==> src/rtl/armstrong_pkg.sv <==
// rtl/armstrong_pkg.sv - shared widths and FSM state type for the Armstrong number generator
package armstrong_pkg;

    localparam int NUM_W   = 10;  // binary candidate / out_num width
    localparam int DIGIT_W = 4;   // one BCD digit
    localparam int SUM_W   = 12;  // cube sum, max 3*729 = 2187
    localparam int CNT_W   = 4;   // found counter

    typedef enum logic [1:0] {
        ST_IDLE,
        ST_SCAN,
        ST_EMIT,
        ST_DONE
    } state_t;

endpackage

==> src/rtl/armstrong_cube_sum.sv <==
// rtl/armstrong_cube_sum.sv - combinational sum of cubes of three BCD digits
// Ports:
//   d2, d1, d0 : hundreds, tens and units digits (0..9)
//   sum        : d2^3 + d1^3 + d0^3, full 12-bit width
module armstrong_cube_sum
    import armstrong_pkg::*;
(
    input  logic [DIGIT_W-1:0] d2,
    input  logic [DIGIT_W-1:0] d1,
    input  logic [DIGIT_W-1:0] d0,
    output logic [SUM_W-1:0]   sum
);

    // Ten-entry cube table; non-BCD codes cannot occur and map to zero.
    function automatic logic [SUM_W-1:0] cube(input logic [DIGIT_W-1:0] d);
        case (d)
            4'd0:    cube = 12'd0;
            4'd1:    cube = 12'd1;
            4'd2:    cube = 12'd8;
            4'd3:    cube = 12'd27;
            4'd4:    cube = 12'd64;
            4'd5:    cube = 12'd125;
            4'd6:    cube = 12'd216;
            4'd7:    cube = 12'd343;
            4'd8:    cube = 12'd512;
            4'd9:    cube = 12'd729;
            default: cube = 12'd0;
        endcase
    endfunction

    assign sum = cube(d2) + cube(d1) + cube(d0);

endmodule

==> src/rtl/armstrong.sv <==
// rtl/armstrong.sv - scans 0..LIMIT and offers every Armstrong number on a valid/ready port
// Ports:
//   clk, rst_n : clock, asynchronous active-low reset
//   start      : begin a scan (only honoured while idle)
//   busy       : scan in progress (SCAN, EMIT or DONE)
//   out_num    : offered Armstrong number, held until accepted
//   out_valid  : out_num is on offer; taken when out_ready is also high
//   out_ready  : sink accepts out_num
//   found      : numbers accepted in the current scan
//   done       : single-cycle pulse at end of scan
module armstrong_generator
    import armstrong_pkg::*;
#(
    parameter int LIMIT = 999
) (
    input  logic             clk,
    input  logic             rst_n,
    input  logic             start,
    output logic             busy,
    output logic [NUM_W-1:0] out_num,
    output logic             out_valid,
    input  logic             out_ready,
    output logic [CNT_W-1:0] found,
    output logic             done
);

    localparam logic [NUM_W-1:0] LIMIT_N = NUM_W'(LIMIT);

    state_t             state;
    logic [NUM_W-1:0]   cand;
    logic [DIGIT_W-1:0] d2, d1, d0;
    logic [SUM_W-1:0]   sum;

    armstrong_cube_sum u_cube_sum (
        .d2  (d2),
        .d1  (d1),
        .d0  (d0),
        .sum (sum)
    );

    // Decimal digits track the binary candidate through cascaded BCD
    // counters so no divider is needed to split the candidate.
    logic               d0_wrap, d1_wrap;
    logic [DIGIT_W-1:0] d0_next, d1_next, d2_next;
    logic               match, at_limit;

    assign d0_wrap  = (d0 == 4'd9);
    assign d1_wrap  = (d1 == 4'd9);
    assign d0_next  = d0_wrap ? 4'd0 : d0 + 4'd1;
    assign d1_next  = d0_wrap ? (d1_wrap ? 4'd0 : d1 + 4'd1) : d1;
    assign d2_next  = (d0_wrap && d1_wrap) ? d2 + 4'd1 : d2;

    assign match    = ({{(SUM_W-NUM_W){1'b0}}, cand} == sum);
    assign at_limit = (cand == LIMIT_N);

    always_ff @(posedge clk or negedge rst_n) begin
        if (!rst_n) begin
            state     <= ST_IDLE;
            cand      <= '0;
            d2        <= '0;
            d1        <= '0;
            d0        <= '0;
            out_num   <= '0;
            out_valid <= 1'b0;
            found     <= '0;
            done      <= 1'b0;
            busy      <= 1'b0;
        end else begin
            case (state)
                ST_IDLE: begin
                    if (start) begin
                        cand    <= '0;
                        d2      <= '0;
                        d1      <= '0;
                        d0      <= '0;
                        out_num <= '0;
                        found   <= '0;
                        busy    <= 1'b1;
                        state   <= ST_SCAN;
                    end
                end
                ST_SCAN: begin
                    if (match) begin
                        out_num   <= cand;
                        out_valid <= 1'b1;
                        state     <= ST_EMIT;
                    end else if (at_limit) begin
                        done  <= 1'b1;
                        state <= ST_DONE;
                    end else begin
                        cand <= cand + 10'd1;
                        d2   <= d2_next;
                        d1   <= d1_next;
                        d0   <= d0_next;
                    end
                end
                ST_EMIT: begin
                    if (out_ready) begin
                        out_valid <= 1'b0;
                        found     <= found + 4'd1;
                        if (at_limit) begin
                            done  <= 1'b1;
                            state <= ST_DONE;
                        end else begin
                            cand  <= cand + 10'd1;
                            d2    <= d2_next;
                            d1    <= d1_next;
                            d0    <= d0_next;
                            state <= ST_SCAN;
                        end
                    end
                end
                ST_DONE: begin
                    done  <= 1'b0;
                    busy  <= 1'b0;
                    state <= ST_IDLE;
                end
                default: state <= ST_IDLE;
            endcase
        end
    end

endmodule

==> config.mk <==
export PLATFORM = sky130hd
export DESIGN_NAME = armstrong_generator
export DESIGN_NICKNAME = d
export VERILOG_FILES = /design/src/rtl/armstrong_pkg.sv /design/src/rtl/armstrong_cube_sum.sv /design/src/rtl/armstrong.sv
export SDC_FILE = /design/constraint.sdc
export NUM_CORES = 1
export LEC_CHECK = 0
export BUFFER_PORTS_ARGS = -buffer_cell sky130_fd_sc_hd__buf_2
export CAP_MARGIN = 10
export CORE_MARGIN = 2
export CORE_UTILIZATION = 36
export CTS_BUF_LIST = sky130_fd_sc_hd__clkbuf_16
export CTS_CLUSTER_SIZE = 28
export DETAILED_ROUTE_END_ITERATION = 10
export SYNTH_ARGS = -nofsm -noshare
export SYNTH_HDL_FRONTEND = slang
export SYNTH_SLANG_ARGS = --single-unit
==> constraint.sdc <==
create_clock -name clk -period 4.47 [get_ports clk]
set_input_delay 0.447 -clock clk [delete_from_list [all_inputs] [get_ports clk]]
set_output_delay 0.447 -clock clk [all_outputs]
set_load 0.01 [all_outputs]
==> metrics.md <==
| Metric | Value |
|---|---|
| Vias after detailed routing | 3029 |
| Setup repair after global routing missed its margin | false |
| Wire length after detailed routing | 8470 microns |
| Routed wire length per instance | about 15 microns |
| Period utilisation layout | between 90% and 100% |
| Most area-consuming cells after synthesis | sky130_fd_sc_hd__dfrtp_1 (29%), sky130_fd_sc_hd__ha_1 (11%), sky130_fd_sc_hd__fa_1 (6.2%), sky130_fd_sc_hd__inv_1 (5.4%), sky130_fd_sc_hd__nand2_1 (5.4%) |
| Fraction of met3 tracks used by global routing | 2.237% |
| Post-route antenna net violation count | 0 |
| Transition at the pin with the smallest max-transition slack | a little over 0.9 ns |
| Port bufs | 20 |
| Pwr Density | 189.7 nW/um^2 |
| Path category of the worst min-delay check | input port to async pin |
| Drt drc | 0 |
| Wire length of the first global-routing pass | 13810 microns |
| Worst max-slew margin expressed relative to the limit | approximately two fifths |
| Mean area per synthesized cell | 8.526 sq um |
| Clock-pin slew reported for the worst setup and hold paths after clock tree synthesis | about 0.07 ns |
| Total Neg Setup Slack | 0 ns |
| Number of optimization iterations in the first detailed-route pass | 4 |
| Post-detail-place hpwl | roughly 6400 microns |
| Met2 Use GR | 27.52% |
| Post-place instance area | 3739 sq um |
| Dominant register cell in the synthesized netlist | sky130_fd_sc_hd__dfrtp_1 |
| Worst Setup Path Type | flip-flop to flip-flop |
| TritonCTS clock tree | yes |
| Net count after synthesis | 461 |
| Number of buffers added to fix hold violations after cts | 0 |
| Clock insertion delay at the later pin of the skew report | about 0.29 ns |
| # diodes | 0 |
| Fmax | ~0.24 GHz |
| Final Slew Violations | 0 |
| Worst IR drop on VDD | 0.1121 mV |
| Flip-flop and latch count after synthesis | 41 |
| Clk Tree Root Cell | sky130_fd_sc_hd__clkbuf_16 |
| Maximum number of pins on one net before global-route repair | between 40 and 50 |
| Share of the yosys chip area belonging to registers | approximately 29% |
| Cell Area, Synth | 3530 sq um |
| Number of warnings issued by yosys | 0 |
| Antenna violations before repair | 0 |
| Leakage power summed over all cells | about 0.0019 uW |
| Final setup fails | 0 |
| Drt via density | 5.323 |
| Layer with the highest usage | met2 |
| Top-level port count | 21 |
| P&R area growth vs syn | 12.12% |
| Die extent in y | 103.0 microns |
| Number of rows in the core area | 36 |
| Final non-filler cell area | around 4000 sq um |
| Count of mapped cells out of synthesis | 414 |
| Max Buffers Root-to-Sink | 2 |
| Endpoint arrival time on the critical path | approximately 4.4 ns |
| Fraction of layout cells with a size suffix above 1 | between 10% and 20% |
| Remaining Overflow, GRT | 0 |
| Depth of the CTS H-tree | 2 |
| Final hold slack | between 0.2 and 0.3 ns |
| Met1 Usage GRT | 22.24% |
| Unique masters post-synth | approximately 60 |
| Category of the worst setup path launch point | flip-flop |
| Number of violations reported at the end of detailed-routing iteration 0 | approximately 160 |
| Top fanout value on the critical path | 7 |
| Hold violation count in the final report | 0 |
| Overall die area | between 10000 and 15000 sq um |
| RD Place Congestion | between 0.8 and 0.9 |
| Number of global-route vias before repair | 2864 |
| Sinks on Clock Net | about 40 |
| Starting Density | 36.62% |
| CP Capture Type | flip-flop |
| Core Footprint | around 9600 sq um |
| Outcome | finished clean |
| Count of flip-flops with a built-in enable after synthesis | 0 |
| Final critical path time including I/O delays and setup | 4.208 ns |
| FFs w/ async S/R, synth | 100.0% |
| Total number of nets in the final design | between 400 and 500 |
| Num CTS Buffers | 5 |
| Global-route total usage across every layer | between 10% and 20% |
| Critical path required time | 4.68 ns |
| Most area-hungry cell type in the Yosys netlist | sky130_fd_sc_hd__dfrtp_1 |
| Final worst clock skew | 0.007004 ns |
| Area share of the largest cell type after synthesis | 29.07% |
| Maximum Capacitance Violations | 0 |
| Die extent in x | 103.0 microns |
[layout by cell type (no fill, tap or decap), types with 4 or more instances in the layout]
cell type and instances:
sky130_fd_sc_hd__nor3_1 9, sky130_fd_sc_hd__dfrtp_1 41, sky130_fd_sc_hd__nor2_1 20, sky130_fd_sc_hd__buf_2 20, sky130_fd_sc_hd__o31ai_1 4, sky130_fd_sc_hd__and3_1 6, sky130_fd_sc_hd__nand2_1 51, sky130_fd_sc_hd__inv_1 51
sky130_fd_sc_hd__a21o_1 4, sky130_fd_sc_hd__a21oi_1 29, sky130_fd_sc_hd__xnor2_1 8, sky130_fd_sc_hd__nand4_1 5, sky130_fd_sc_hd__o21ai_0 27, sky130_fd_sc_hd__ha_1 32, sky130_fd_sc_hd__nand3_1 13, sky130_fd_sc_hd__clkbuf_16 5
sky130_fd_sc_hd__xor2_1 5, sky130_fd_sc_hd__buf_4 8, sky130_fd_sc_hd__a211oi_1 4, sky130_fd_sc_hd__mux2i_1 14, sky130_fd_sc_hd__fa_1 11, sky130_fd_sc_hd__o21ai_1 5
[metal layers]
layer | routed length (microns) | up-vias | share of wire (%)
met4 | 76 | 0 | 0.90
met5 | 0 | - | 0
met1 | 3948 | 1474 | 47
met3 | 359 | 8 | 4.2
met2 | 4086 | 62 | 48
li1 | - | 1485 | -
[registers in the layout, summed over array words and instances (netlist names)]
register   flops
cand          10
out_num       10
d0             4
d1             4
d2             4
found          4
state          2
busy           1
done           1
out_valid      1
[report_power, final]
group	total [uW]	switching, uW	internal, uW
logic	9.77	8.57	1.19
registers	371	0	371
clock network	370	162	208
total	751	171	580
[through the flow]
| step | setup WS [ns] | total power (uW) | util [%] | std cells |
|---|---|---|---|---|
| 6_report | 0.2623 | 750.7 | 41.06 | 569 |
| 5_1_grt | 0.01240 | 776.2 | 41.06 | 569 |
| 4_1_cts | 0.04375 | 758.1 | 40.30 | 564 |
| 3_5_place_dp | 0.04988 | 388.6 | 38.79 | 556 |
| 3_3_place_gp | 0.2105 | 388.6 | 38.79 | 556 |
| 2_1_floorplan | 0.4216 | 378.6 | - | 414 |
[synthesized netlist by cell type, types with 3 or more instances]
master,number
sky130_fd_sc_hd__inv_1,51
sky130_fd_sc_hd__nand2_1,51
sky130_fd_sc_hd__dfrtp_1,41
sky130_fd_sc_hd__ha_1,32
sky130_fd_sc_hd__a21oi_1,29
sky130_fd_sc_hd__o21ai_0,28
sky130_fd_sc_hd__nor2_1,21
sky130_fd_sc_hd__mux2i_1,14
sky130_fd_sc_hd__nand3_1,13
sky130_fd_sc_hd__fa_1,11
sky130_fd_sc_hd__clkbuf_1,9
sky130_fd_sc_hd__nor3_1,9
sky130_fd_sc_hd__xnor2_1,8
sky130_fd_sc_hd__and3_1,6
sky130_fd_sc_hd__nand4_1,5
sky130_fd_sc_hd__o21ai_1,5
sky130_fd_sc_hd__xor2_1,5
sky130_fd_sc_hd__a211oi_1,4
sky130_fd_sc_hd__a21o_1,4
sky130_fd_sc_hd__o31ai_1,4
sky130_fd_sc_hd__a31oi_1,3
sky130_fd_sc_hd__buf_2,3
sky130_fd_sc_hd__nand2b_1,3
sky130_fd_sc_hd__nor4_1,3
sky130_fd_sc_hd__o22ai_1,3
sky130_fd_sc_hd__or3_1,3
[final timing paths]
check,slack [ns],start,cells past startpoint,to
min in group clk,0.49,out_valid,1,out_valid
min reg2reg,0.49,out_valid,1,out_valid
max in group asynchronous,3.59,rst_n,1,out_num[4]
min,0.29,rst_n,1,d1[3]
max,0.26,d0[1],18,out_num[2]
max reg2reg,0.26,d0[1],18,out_num[2]
[worst max-delay path, cell delays in order (launching register included)]
cell                        delay, ns
sky130_fd_sc_hd__dfrtp_1         0.45
sky130_fd_sc_hd__inv_1           0.12
sky130_fd_sc_hd__ha_1            0.20
sky130_fd_sc_hd__nand2_1         0.14
sky130_fd_sc_hd__nor2_4          0.15
sky130_fd_sc_hd__a21oi_1         0.08
sky130_fd_sc_hd__fa_1            0.43
sky130_fd_sc_hd__inv_1           0.06
sky130_fd_sc_hd__ha_1            0.15
sky130_fd_sc_hd__inv_1           0.05
sky130_fd_sc_hd__fa_1            0.40
sky130_fd_sc_hd__nand2b_1        0.21
sky130_fd_sc_hd__a211oi_2        0.23
sky130_fd_sc_hd__o21ai_1         0.14
sky130_fd_sc_hd__a2111oi_4       0.37
sky130_fd_sc_hd__nand2_1         0.15
sky130_fd_sc_hd__o21ai_4         0.29
sky130_fd_sc_hd__and2_4          0.26
sky130_fd_sc_hd__mux2i_1         0.22
[cells by family (layout without fill, tap and decap cells)]
logic type	Yosys count	in the layout	synth area share [%]
AND/OR/NAND/NOR	130	131	18.40
AO/OA/AOI/OAI	107	107	19.85
buffers and inverters	66	87	7.905
adder cells (fa/ha/maj)	43	43	17.58
flip-flops	41	41	29.07
multiplexers	14	14	3.970
XOR/XNOR	13	13	3.226
[final cells by class]
cell class / count / area [sq um]
clock buffers: 5 / 125.1
clock inverters: 3 / 21.27
fillers: 990 / 5682
inverters: 51 / 191.4
multi-input cells: 308 / 2267
flip-flops and latches: 41 / 1026
well taps: 133 / 166.4
repair buffers: 28 / 160.2
[what timing repair did]
item | CTS | global route
gates resized for setup | 0 | 8
endpoints found under the setup margin | 0 | 35
buffers inserted | 0 | 4
(Power assumes the default switching activity.)
